--- src/rtl/mult_pipe_sched_pkg.sv ---
// Shared configuration for the multiplier-pipeline scheduler.
// Holds the default widths and latencies. Every file of this block imports it.
package mult_pipe_sched_pkg;

    localparam int unsigned DefDataWidth = 160;
    localparam int unsigned DefNDigital  = 16;
    localparam int unsigned DefPipeLat   = 11;
    localparam int unsigned DefResDepth  = 16;

    // The b operand carries one extra digit on top of the field width.
    function automatic int unsigned calc_bwidth(input int unsigned dw, input int unsigned nd);
        return (dw / nd + 1) * nd;
    endfunction

endpackage

--- src/rtl/mult_pipe_sched_result_fifo.sv ---
// result_fifo: synchronous FIFO that buffers captured multiplier results.
// Ports:
//   clk, rst_n         clock, synchronous active-low reset (clears pointers and count)
//   push, push_data    write request and data
//   pop                read request; ignored when empty
//   pop_data           head entry, valid whenever empty is low
//   empty, count       status
// A push while full is accepted only when a pop happens in the same cycle.
module result_fifo
    import mult_pipe_sched_pkg::*;
#(
    parameter int unsigned WIDTH = DefDataWidth + 1,
    parameter int unsigned DEPTH = DefResDepth
) (
    input  logic                       clk,
    input  logic                       rst_n,
    input  logic                       push,
    input  logic [WIDTH-1:0]           push_data,
    input  logic                       pop,
    output logic [WIDTH-1:0]           pop_data,
    output logic                       empty,
    output logic [$clog2(DEPTH+1)-1:0] count
);

    localparam int unsigned PtrW = (DEPTH > 1) ? $clog2(DEPTH) : 1;
    localparam int unsigned CntW = $clog2(DEPTH + 1);

    logic [WIDTH-1:0] mem [DEPTH];
    logic [PtrW-1:0]  wr_ptr_q, rd_ptr_q;
    logic [CntW-1:0]  count_q;
    logic             full, do_push, do_pop;

    // Explicit wrap so that non-power-of-two depths also work.
    function automatic logic [PtrW-1:0] next_ptr(input logic [PtrW-1:0] p);
        return (p == PtrW'(DEPTH - 1)) ? '0 : p + PtrW'(1);
    endfunction

    assign empty   = (count_q == '0);
    assign full    = (count_q == CntW'(DEPTH));
    assign do_pop  = pop && !empty;
    assign do_push = push && (!full || do_pop);

    always_ff @(posedge clk) begin
        if (!rst_n) begin
            wr_ptr_q <= '0;
            rd_ptr_q <= '0;
            count_q  <= '0;
        end else begin
            if (do_push) wr_ptr_q <= next_ptr(wr_ptr_q);
            if (do_pop)  rd_ptr_q <= next_ptr(rd_ptr_q);
            count_q <= count_q + CntW'(do_push) - CntW'(do_pop);
        end
    end

    // Storage is not reset; the pointers alone define what is valid.
    always_ff @(posedge clk) begin
        if (do_push) mem[wr_ptr_q] <= push_data;
    end

    assign pop_data = mem[rd_ptr_q];
    assign count    = count_q;

endmodule

--- src/rtl/mult_pipe_sched.sv ---
// mult_pipe_sched: arbitrates two requesters onto a fixed-latency GF(2^m)
// multiplier pipeline and collects the results in issue order.
// Ports:
//   clk, rst_n                  clock, synchronous active-low reset
//   req_valid/req_ready         per-requester handshake (ready = grant)
//   req{0,1}_{a,b,g}            operands of each requester
//   pl_a, pl_b, pl_g            operands driven into the external pipeline
//   pl_t                        pipeline result, PIPE_LAT cycles after sampling
//   res_valid/res_ready         result handshake
//   res_data, res_id            result and index of the issuing requester
//   inflight                    ops issued but not yet captured
// The pipeline shares one field polynomial among all ops in flight, so a
// requester with a different g waits until the pipeline is empty.
// PIPE_LAT must be at least 2.
module mult_pipe_sched
    import mult_pipe_sched_pkg::*;
#(
    parameter  int unsigned DATA_WIDTH = DefDataWidth,
    parameter  int unsigned N_DIGITAL  = DefNDigital,
    parameter  int unsigned PIPE_LAT   = DefPipeLat,
    parameter  int unsigned RES_DEPTH  = DefResDepth,
    localparam int unsigned BWIDTH     = calc_bwidth(DATA_WIDTH, N_DIGITAL),
    localparam int unsigned IFW        = $clog2(PIPE_LAT + 1)
) (
    input  logic                  clk,
    input  logic                  rst_n,
    input  logic [1:0]            req_valid,
    output logic [1:0]            req_ready,
    input  logic [DATA_WIDTH-1:0] req0_a,
    input  logic [DATA_WIDTH-1:0] req1_a,
    input  logic [BWIDTH-1:0]     req0_b,
    input  logic [BWIDTH-1:0]     req1_b,
    input  logic [DATA_WIDTH-1:0] req0_g,
    input  logic [DATA_WIDTH-1:0] req1_g,
    output logic [DATA_WIDTH-1:0] pl_a,
    output logic [BWIDTH-1:0]     pl_b,
    output logic [DATA_WIDTH-1:0] pl_g,
    input  logic [DATA_WIDTH-1:0] pl_t,
    output logic                  res_valid,
    input  logic                  res_ready,
    output logic [DATA_WIDTH-1:0] res_data,
    output logic                  res_id,
    output logic [IFW-1:0]        inflight
);

    localparam int unsigned CntW = $clog2(RES_DEPTH + 1);

    logic [PIPE_LAT-1:0]   sr_valid_q, sr_id_q;
    logic [IFW-1:0]        inflight_q;
    logic                  ptr_q;
    logic [DATA_WIDTH-1:0] cur_g_q;

    logic [1:0]            eligible, grant;
    logic                  room, issue, capture, fifo_empty;
    logic [CntW-1:0]       fifo_count;
    logic [DATA_WIDTH:0]   fifo_out;

    // A different g is only acceptable once nothing is left in the pipeline.
    assign eligible[0] = req_valid[0] && ((req0_g == cur_g_q) || (inflight_q == '0));
    assign eligible[1] = req_valid[1] && ((req1_g == cur_g_q) || (inflight_q == '0));

    // Reserve a buffer slot for every op in flight; no credit for a same-cycle pop.
    assign room = (32'(inflight_q) + 32'(fifo_count)) < RES_DEPTH;

    // A valid but ineligible priority requester blocks the other one, which
    // forces the pipeline to drain and keeps the g switch from starving.
    always_comb begin
        grant = '0;
        if (rst_n && room) begin
            if (eligible[ptr_q]) begin
                grant[ptr_q] = 1'b1;
            end else if (!req_valid[ptr_q] && eligible[~ptr_q]) begin
                grant[~ptr_q] = 1'b1;
            end
        end
    end

    assign issue     = |grant;
    assign req_ready = grant;
    assign capture   = sr_valid_q[PIPE_LAT-1];

    always_comb begin
        pl_a = '0;
        pl_b = '0;
        pl_g = rst_n ? cur_g_q : '0;
        if (grant[0]) begin
            pl_a = req0_a;
            pl_b = req0_b;
            pl_g = req0_g;
        end else if (grant[1]) begin
            pl_a = req1_a;
            pl_b = req1_b;
            pl_g = req1_g;
        end
    end

    always_ff @(posedge clk) begin
        if (!rst_n) begin
            sr_valid_q <= '0;
            sr_id_q    <= '0;
            inflight_q <= '0;
            ptr_q      <= 1'b0;
            cur_g_q    <= '0;
        end else begin
            sr_valid_q <= {sr_valid_q[PIPE_LAT-2:0], issue};
            sr_id_q    <= {sr_id_q[PIPE_LAT-2:0], grant[1]};
            if (issue && !capture) begin
                inflight_q <= inflight_q + IFW'(1);
            end else if (!issue && capture) begin
                inflight_q <= inflight_q - IFW'(1);
            end
            if (issue) begin
                ptr_q   <= grant[0];
                cur_g_q <= pl_g;
            end
        end
    end

    assign res_valid = rst_n && !fifo_empty;

    result_fifo #(
        .WIDTH (DATA_WIDTH + 1),
        .DEPTH (RES_DEPTH)
    ) u_result_fifo (
        .clk       (clk),
        .rst_n     (rst_n),
        .push      (capture),
        .push_data ({sr_id_q[PIPE_LAT-1], pl_t}),
        .pop       (res_valid && res_ready),
        .pop_data  (fifo_out),
        .empty     (fifo_empty),
        .count     (fifo_count)
    );

    assign res_data = fifo_out[DATA_WIDTH-1:0];
    assign res_id   = fifo_out[DATA_WIDTH];
    assign inflight = inflight_q;

endmodule

--- config.mk ---
export PLATFORM = sky130hd
export DESIGN_NAME = mult_pipe_sched
export DESIGN_NICKNAME = d
export VERILOG_FILES = /design/src/rtl/mult_pipe_sched_pkg.sv /design/src/rtl/mult_pipe_sched_result_fifo.sv /design/src/rtl/mult_pipe_sched.sv
export SDC_FILE = /design/constraint.sdc
export NUM_CORES = 2
export LEC_CHECK = 0
export BUFFER_PORTS_ARGS = -buffer_cell sky130_fd_sc_hd__buf_2
export CORE_AREA = 4 4 706 708
export DETAILED_ROUTE_END_ITERATION = 10
export DIE_AREA = 0 0 710 712
export SLEW_MARGIN = 15
export SYNTH_ARGS = -nofsm -noshare
export SYNTH_HDL_FRONTEND = slang
export SYNTH_HIERARCHICAL = 1
export SYNTH_SLANG_ARGS = --single-unit
--- constraint.sdc ---
create_clock -name clk -period 17.13 [get_ports clk]
set_clock_uncertainty 0.05 [all_clocks]
set_input_delay 1.713 -clock clk [delete_from_list [all_inputs] [get_ports clk]]
set_output_delay 1.713 -clock clk [all_outputs]
set_load 0.1 [all_outputs]
==> metrics.md <==
| Metric | Value |
|---|---|
| Status | complete, but fails checks |
| Failing checks | antenna rules, capacitance limit |
| Worst Hold Class | register to register |
| Root Driver | clkbuf_16 |
| Mapped cell area | 115000 um2 |
| Crit path launch type | primary input |
| Syn_area_per_cell | 19.1 um2 |
| Yosys cell types | 55 |
| Wirelength per Cell | 50.7 um |
| CTS tree | built |
| Top achievable clock speed | 103 MHz |
| Fin. Hold Viols | 0 |
| Final Cell Area | 143000 um2 |
| First-pass GRT wire length | 953000 um |
| Worst Hold Slack | 0.373 ns |
| Critical path class | primary input to output port |
| Core area | 492000 um2 |
| DRT iter0 DRCs | 11600 |
| DP Wirelength | 639000 um |
| Max-slew violations | 0 |
| P per Cell Area | 158 nW/um2 |
| Pre-Repair DR Iteration Count | 9 |
| Post-synth top cells | edfxtp_1, mux4_2, a22o_1 |
| Critical path's slowest cell | a31oi_1 |
| Worst slew margin | 0.275% |
| Critical Path RT | 15.37 ns |
| Layout Utilization | 29.1% |
| Starting Density | 23.4% |
| Antenna viol nets, final | 1 |
| Critical Path Fanout Max | 68 |
| Via density | 5.07 |
| CTS Buffer Depth | 4 |
| Vias | 79400 |
| Setup bufs post-CTS | 0 |
| Sequential element share of the synthesized area | 70.8% |
| Sum Neg Setup Slack | 0 ns |
| Final Critical Period | 9.76 ns |
| Final setup fails | 0 |
| Critical-path cell list | buf_2 > xor2_1 > nor4_1 > nand4_1 > nor4_1 > nand4_1 > buf_4 > buf_4 > buf_4 > nand4_1 > a31oi_1 > buf_2 |
| Die ar. | 506000 um2 |
| Worst-Margin Slew | 1.48 ns |
| CP endpoint kind | output port |
| Yosys top cell area share | 67.2% |
| Top FF cell, synth | edfxtp_1 |
| Layout cell share with drive strength beyond 1 | 38.7% |
| Final layout net count | 8978 |
| # clock sinks | 2780 |
| Synth Net Count | 7196 |
| GR Layer Usage met2 | 42.7% |
| Gr ovfl total | 0 |
| Max-Cap Viols | 1 |
| Reg clk slew, reported paths | 0.06 ns |
| CTS H-tree depth | 5 |
| GR Layer Usage met3 | 16.2% |
| Synthesis-stage register bit count | 2780 |
| Critical path data arrival time | 7.99 ns |
| CTS Hold Buffers Added | 0 |
| Final critical-path share of the clock period | 57.0% |
| Most common cell in the netlist | edfxtp_1 |
| Number of global-route vias before repair | 71400 |
| Synth Warn # | 6 |
| Residual DRC | 0 |
| M1 GR Usage | 37.3% |
| IO Count | 1821 |
| Clock latency at the later pin of the worst-skew pair | 0.91 ns |
| Post-Synthesis Cells | 6020 |
| CTS buffer count | 290 |
| Chip height | 712 um |
| EDFF count, synth | 2576 |
| Leakage | 46.7 nW |
| Peak supply drop | 274 uV |
| GRT Total Usage | 30.4% |
| Largest net degree at the start of global routing | 174 |
| Area Overhead vs Synth | 24.6% |
| Crit-path max cell delay | 1.05 ns |
| Routability cong. | 1.17 |
| RSZ-0062 raised after global routing | false |
| Synth top area cells | edfxtp_1, mux4_2, dfxtp_1, a22o_1, xor2_1 |
| Most Crowded Layer GR | met2 |
| Post-CTS sizing | 0 |
| Area leader, netlist | edfxtp_1 |
| Routed WL | 793000 um |
| Rows | 258 |
| Die Wd | 710 um |
| Area after DPL | 131000 um2 |
| Antenna violations before repair | 735 |
| Post-synth ARST share | 0% |
| I/O Buffers | 1820 |
state kept, by name (all words and copies together) (netlist names), named ones only:
register,flops
cur_g_q,160
inflight,4
ptr_q,1
sr_id_q,11
sr_valid_q,11
u_result_fifo/count,5
u_result_fifo/mem,2576
u_result_fifo/rd_ptr_q,4
u_result_fifo/wr_ptr_q,4
stage by stage:
| step | setup WS (ns) | total power, mW | std cells |
|---|---|---|---|
| 2_1_floorplan | 0.979 | 13.5 | 6020 |
| 3_3_place_gp | 7.72 | 16.4 | 14000 |
| 3_5_place_dp | 7.82 | 16.4 | 14000 |
| 4_1_cts | 7.79 | 22.7 | 14500 |
| 5_1_grt | 7.55 | 23.1 | 15100 |
| 6_report | 7.37 | 22.6 | 15700 |
critical path: cells and delay by family:
kind                      cells  cell delay, ns
and+or+nand+nor               5            1.25
AOI/OAI and AO/OA             1            1.05
xor gates and xnor gates      1            0.75
buffers and inverters         5            3.12
cells by family after synthesis:
kind of cell	Yosys count	synth area share, %
fa+ha+maj	19	0.220
flops	2780	70.8
mux	815	14.9
xor+xnor	320	2.44
compound gates	1171	7.17
simple gates	430	2.24
buf+inv	485	2.33
power by group:
part / internal [mW] / switching (mW) / total (mW)
Combinational: 1.47 / 7.07 / 8.54
Clock: 3.52 / 2.78 / 6.29
Sequential: 7.56 / 0.252 / 7.82
Total: 12.5 / 10.1 / 22.6
layout make-up:
cell class                 instances  area (um2)
sequential                      2780       81500
clock inverter                   166        1740
fill                           49000      349000
inverter                          23         110
multi-input combinational       2755       31200
timing repair buffer            1952       10300
clock buffer                     357        7590
antenna                         1126        2820
tap                             6500        8130
routing by layer:
metal | vias to the layer above | routed length (um)
li1 | 30400 | -
met1 | 41300 | 302000
met2 | 5693 | 330000
met3 | 1725 | 111000
met4 | 292 | 48500
met5 | - | 1950
placed cells by master (no fill, tap or decap), drive strengths merged, types with 29 or more instances in the layout:
master and n:
a21oi 69, and2 29, a211oi 216, buf 1951
o21ai 166, xnor2 38, a22o 338, clkbuf 358
inv 40, nor4 75, dfxtp 204, mux2i 101
nand2 37, nor2b 58, nand4 186, clkinv 120
a31oi 323, edfxtp 2576, diode 1126, mux4 714
xor2 282
worst paths after layout:
check / startpoint / end / slack [ns] / cells after the start
min reg2reg: sr_id_q[4] / sr_id_q[5] / 0.37 / 1
max reg2reg: u_result_fifo/count[2] / u_result_fifo/mem[12][143] / 10.92 / 13
min: sr_id_q[4] / sr_id_q[5] / 0.37 / 1
max: req1_g[142] / pl_g[7] / 7.37 / 12
(Power assumes the default switching activity.)
